--- config.mk ---
export PLATFORM = sky130hd
export DESIGN_NAME = ex_result_queue
export DESIGN_NICKNAME = d
export VERILOG_FILES = /design/src/rtl/ex_result_queue_pkg.sv /design/src/rtl/ex_result_ram.sv /design/src/rtl/ex_result_queue.sv
export SDC_FILE = /design/constraint.sdc
export NUM_CORES = 1
export LEC_CHECK = 0
export BUFFER_PORTS_ARGS = -buffer_cell sky130_fd_sc_hd__buf_2
export CORE_AREA = 2 2 152 184
export DETAILED_ROUTE_END_ITERATION = 8
export DIE_AREA = 0 0 154 186
export HOLD_SLACK_MARGIN = 0.02
export PLACE_DENSITY_LB_ADDON = 0.3
export SLEW_MARGIN = 15
export SYNTH_ARGS = -nofsm -noshare
export SYNTH_HDL_FRONTEND = slang
export SYNTH_HIERARCHICAL = 1
export SYNTH_SLANG_ARGS = --single-unit
--- constraint.sdc ---
create_clock -name clk -period 7.9 [get_ports clk]
set_input_delay 0.395 -clock clk [delete_from_list [all_inputs] [get_ports clk]]
set_output_delay 0.395 -clock clk [all_outputs]
set_load 0.02 [all_outputs]
--- src/rtl/ex_result_queue_pkg.sv ---
// ex_result_queue_pkg: shared types and constants for the execute-stage result queue.
//   control_type  - packed control word carried alongside each result
//   ex_result_t   - one execute-stage result for XLEN=32 users
//   ex_entry_w()  - storage width of one queue entry for a given XLEN/CTRL_W
package ex_result_queue_pkg;

    localparam int EX_XLEN_DEFAULT = 32;

    typedef struct packed {
        logic       reg_write;
        logic       mem_read;
        logic       mem_write;
        logic       mem_to_reg;
        logic       branch;
        logic       jump;
        logic       alu_src;
        logic [3:0] alu_op;
        logic [4:0] rd_addr;
    } control_type;

    localparam int EX_CTRL_W = $bits(control_type);

    typedef struct packed {
        logic [EX_XLEN_DEFAULT-1:0] alu_data;
        logic [EX_XLEN_DEFAULT-1:0] memory_data;
        logic                       overflow;
        logic                       zero;
        control_type                control;
        logic                       compflg;
    } ex_result_t;

    // Two data words, the control word and three single-bit flags.
    function automatic int ex_entry_w(input int xlen, input int ctrl_w);
        return 2 * xlen + ctrl_w + 3;
    endfunction

endpackage

--- src/rtl/ex_result_ram.sv ---
// ex_result_ram: DEPTH x WIDTH register array backing the result queue.
//   clk    - write clock
//   we     - write enable
//   waddr  - write address
//   wdata  - write data
//   raddr  - read address (asynchronous read)
//   rdata  - read data
// Contents are deliberately not reset; occupancy is tracked by the owner.
module ex_result_ram #(
    parameter int DEPTH  = 4,
    parameter int WIDTH  = 83,
    parameter int ADDR_W = $clog2(DEPTH)
) (
    input  logic              clk,
    input  logic              we,
    input  logic [ADDR_W-1:0] waddr,
    input  logic [WIDTH-1:0]  wdata,
    input  logic [ADDR_W-1:0] raddr,
    output logic [WIDTH-1:0]  rdata
);

    logic [WIDTH-1:0] mem [DEPTH];

    always_ff @(posedge clk) begin
        if (we) begin
            mem[waddr] <= wdata;
        end
    end

    assign rdata = mem[raddr];

endmodule

--- src/rtl/ex_result_queue.sv ---
// ex_result_queue: first-word-fall-through elastic buffer between execute and memory stages.
//   clk, rst                - clock, synchronous active-high reset
//   in_valid/in_ready       - execute-stage handshake; in_ready = (count < DEPTH)
//   in_*                    - result fields written on push
//   flush                   - squash stored and incoming results at the next edge
//   out_valid/out_ready     - memory-stage handshake on the head entry
//   out_*                   - head fields, forced to 0 while out_valid = 0
//   count                   - current occupancy
//   ovf_cnt                 - saturating count of popped overflow results
//                             (present only with EX_RESULT_OVF_STATS_EN defined)
module ex_result_queue
    import ex_result_queue_pkg::*;
#(
    parameter int XLEN   = EX_XLEN_DEFAULT,
    parameter int DEPTH  = 4,
    parameter int CTRL_W = EX_CTRL_W
) (
    input  logic                       clk,
    input  logic                       rst,
    input  logic                       in_valid,
    output logic                       in_ready,
    input  logic [XLEN-1:0]            in_alu_data,
    input  logic [XLEN-1:0]            in_memory_data,
    input  logic                       in_overflow,
    input  logic                       in_zero,
    input  logic [CTRL_W-1:0]          in_control,
    input  logic                       in_compflg,
    input  logic                       flush,
    output logic                       out_valid,
    input  logic                       out_ready,
    output logic [XLEN-1:0]            out_alu_data,
    output logic [XLEN-1:0]            out_memory_data,
    output logic                       out_overflow,
    output logic                       out_zero,
    output logic                       out_compflg,
    output logic [CTRL_W-1:0]          out_control,
    output logic [$clog2(DEPTH+1)-1:0] count
`ifdef EX_RESULT_OVF_STATS_EN
    ,
    output logic [15:0]                ovf_cnt
`endif
);

    localparam int PTR_W = $clog2(DEPTH);
    localparam int CNT_W = $clog2(DEPTH + 1);
    localparam int ENT_W = ex_entry_w(XLEN, CTRL_W);

    logic [PTR_W-1:0] wr_ptr_q, wr_ptr_d;
    logic [PTR_W-1:0] rd_ptr_q, rd_ptr_d;
    logic [CNT_W-1:0] count_q, count_d;
    logic             push, pop;
    logic [ENT_W-1:0] wr_entry, rd_entry;

    // Explicit wrap so non-power-of-two depths work.
    function automatic logic [PTR_W-1:0] ptr_inc(input logic [PTR_W-1:0] p);
        return (p == PTR_W'(DEPTH - 1)) ? '0 : p + 1'b1;
    endfunction

    assign in_ready  = (count_q < CNT_W'(DEPTH));
    assign out_valid = (count_q != '0);
    assign push      = in_valid & in_ready;
    assign pop       = out_valid & out_ready;
    assign count     = count_q;

    assign wr_entry = {in_alu_data, in_memory_data, in_overflow, in_zero, in_control, in_compflg};

    ex_result_ram #(
        .DEPTH  (DEPTH),
        .WIDTH  (ENT_W),
        .ADDR_W (PTR_W)
    ) u_ram (
        .clk   (clk),
        .we    (push & ~flush),
        .waddr (wr_ptr_q),
        .wdata (wr_entry),
        .raddr (rd_ptr_q),
        .rdata (rd_entry)
    );

    assign {out_alu_data, out_memory_data, out_overflow, out_zero, out_control, out_compflg} =
        out_valid ? rd_entry : '0;

    always_comb begin
        wr_ptr_d = wr_ptr_q;
        rd_ptr_d = rd_ptr_q;
        count_d  = count_q;
        if (flush) begin
            wr_ptr_d = '0;
            rd_ptr_d = '0;
            count_d  = '0;
        end else begin
            if (push) wr_ptr_d = ptr_inc(wr_ptr_q);
            if (pop)  rd_ptr_d = ptr_inc(rd_ptr_q);
            if (push && !pop) begin
                count_d = count_q + 1'b1;
            end else if (pop && !push) begin
                count_d = count_q - 1'b1;
            end
        end
    end

    always_ff @(posedge clk) begin
        if (rst) begin
            wr_ptr_q <= '0;
            rd_ptr_q <= '0;
            count_q  <= '0;
        end else begin
            wr_ptr_q <= wr_ptr_d;
            rd_ptr_q <= rd_ptr_d;
            count_q  <= count_d;
        end
    end

`ifdef EX_RESULT_OVF_STATS_EN
    logic [15:0] ovf_cnt_q;

    // A pop squashed by flush is not a pop; flush itself leaves the count alone.
    always_ff @(posedge clk) begin
        if (rst) begin
            ovf_cnt_q <= '0;
        end else if (pop && !flush && out_overflow && (ovf_cnt_q != 16'hFFFF)) begin
            ovf_cnt_q <= ovf_cnt_q + 16'd1;
        end
    end

    assign ovf_cnt = ovf_cnt_q;
`endif

endmodule

==> flow_summary.ini <==
[global_route]
grt_overflow = 0
grt.met1_usage_pct = 20.1
met2_usage_pct = 30.3
grt_pass1_wl_mm = 36.3
grt_pass1_vias = 6563
met3_usage_pct = 3.42
antenna_found_initial = 5
grt_busiest_layer = met2
grt_max_degree = 85
grt.total_usage_pct = 16.7

[routing]
ant_nets = 0
first_pass_iters = 6
wirelength_mm = 24.1
vias = 6010
wl_per_cell_um = 21.5
drt_iter0_drc = 337
vias_per_cell = 5.36
drc = 0

[worst_setup_path]
cp_slowest_cell = dfxtp_4
cp_max_fo = 47
start_kind = register
max_stage_delay_ps = 870
cp_num_buf_inv = 2
cpLargestDelayFamily = buffers and inverters
critPathRequiredTime_ps = 7510
crit_path_cell_trace = buf_4 -> mux4_2 -> and2_1 -> buf_2
cp.arrival_ps = 3260
crit_path_end_kind = primary output
path_class = register to primary output

[outcome]
status = finished, final reports clean

[finish]
final_cell_mix = edfxtp_1, buf_2, and2_1, mux4_2, clkbuf_16
fin_nets = 845
fin_cells = 1122
final_common_cell = edfxtp_1
fin_util_pct = 56.2
drive_above_1_share_pct = 41.0
syn_to_final_growth_pct = 16.3

[floorplan]
die_area_mm2 = 0.0286
io_pins = 176
die_h_um = 186
row_count = 66
core_area_mm2 = 0.0268
start_util_pct = 48.3
die_w_um = 154

[clock_tree]
cts_root_buffer = clkbuf_16
path_clk_slew_ps = 60
h-tree-depth = 1
clk_latency_ps = 540
numCtsBuffers = 31
cts_hold_buf = 0
tritoncts = built
cts_sinks = 339
cts_resized = 0
clockBufferDepth = 3
postCtsSetupBuffers = 0

[sta]
hold_violations = 0
slew_viol_final = 0
tightest_slew_ps = 921
fin_crit_sh_pct = 46.3
fin_setup_tns_ps = 0
setup_viol = 0
maxSlewHeadroom_pct = 38.6
max_freq_mhz = 274
setup_slack_ps = 4240
finalClockSkew_ps = 7.08
rsz0062_at_grt = false
period_needed_ps = 3660

[power_and_ir_drop]
power.density_mw_per_mm2 = 252
ir_drop_v = 0.000207
cellLeakagePower_nw = 5.16

[yosys]
synth.avg_cell_area_um2 = 22.9
syn_nets = 658
synth_seq_area_share_pct = 77.9
ys_seq_elements = 339
synthCells = 566
yosysWarnings = 6
yosys.cell_types.count = 25
syn_area_mm2 = 0.0130

[place]
place_ws_ps = 4670
portBuffers = 175
dp.cells = 1060
hpwl_mm = 14.4
gp_congestion = 0.720

[min_path]
min_path_type = input port to register

[job]
drv_cap = 0
==> kinds of logic after synthesis <==
| logic type | after synthesis | share of synthesized area (%) |
|---|---|---|
| AOI/OAI and AO/OA | 4 | 0.174 |
| muxes | 87 | 14.7 |
| buffers and inverters | 30 | 1.82 |
| xor gates and xnor gates | 2 | 0.135 |
| and+or+nand+nor | 100 | 4.78 |
| DFF | 339 | 77.9 |
| adders and majority gates | 4 | 0.444 |
==> layout make-up <==
type,instances,area [um^2]
Clock inverter,14,97.6
Fill cell,2002,11800
Tap cell,340,425
Multi-Input combinational cell,197,2650
Clock buffer,44,855
Antenna cell,4,10.0
Sequential cell,339,10100
Timing Repair Buffer,182,928
Inverter,2,7.51
==> final timing paths <==
check,from,end,slack (ps),cells after the start
max reg2reg,count[2]$_SDFFE_PP0P_,u_ram/mem[1][9]$_DFFE_PP_,5000,4
min,in_alu_data[1],u_ram/mem[2][52]$_DFFE_PP_,60,1
min reg2reg,wr_ptr_q[1]$_SDFFE_PP0P_,wr_ptr_q[1]$_SDFFE_PP0P_,600,2
max,rd_ptr_q[0]$_SDFFE_PP0P_,out_memory_data[30],4240,4
==> sequential cells by signal, indices dropped and copies added, names as in the netlist <==
register	count
u_ram/mem	332
count	3
rd_ptr_q	2
wr_ptr_q	2
==> where the power goes <==
part	internal, mW	switching, mW
registers	2.01	0.0178
clock network	0.784	0.598
logic	0.148	0.236
==> synth_stat cells <==
| cell type | instances | share of area [%] |
|---|---|---|
| edfxtp_1 | 332 | 77 |
| and2_1 | 83 | 4.0 |
| mux4_2 | 83 | 14 |
| buf_6 | 15 | 1.3 |
| buf_2 | 9 | 0.35 |
| dfxtp_1 | 7 | 1.1 |
| nor2_1 | 6 | 0.17 |
| clkbuf_1 | 4 | 0.12 |
| mux2i_1 | 4 | 0.31 |
| ha_1 | 3 | 0.29 |
| a21oi_1 | 2 | 0.077 |
| and3b_1 | 2 | 0.14 |
| inv_1 | 2 | 0.058 |
| nor2b_1 | 2 | 0.096 |
| xor2_1 | 2 | 0.14 |
| and3_1 | 1 | 0.048 |
| fa_1 | 1 | 0.15 |
| nand2_1 | 1 | 0.029 |
| nor3b_1 | 1 | 0.058 |
| o21ai_0 | 1 | 0.039 |
| o31ai_1 | 1 | 0.058 |
| or2_2 | 1 | 0.048 |
| or3_1 | 1 | 0.048 |
| or3_2 | 1 | 0.058 |
| or3_4 | 1 | 0.087 |
==> metrics by stage <==
stage / hold WS [ps] / power [mW] / area, um^2
final: 64.7 / 3.80 / 15100
after global routing: 40.3 / 3.94 / 15100
after CTS: 43.3 / 3.84 / 15100
after detailed placement: 593 / 2.46 / 14100
after global placement: 522 / 2.45 / 14100
after floorplan: 483 / 2.33 / 13000
==> layer usage <==
layer	part of all wire [%]	vias to the layer above
met3	5.5	45
met4	2.5	2
met5	0.029	-
met2	53	153
met1	39	3119
li1	-	2691
Note: power is estimated with default switching activity, not from simulation.
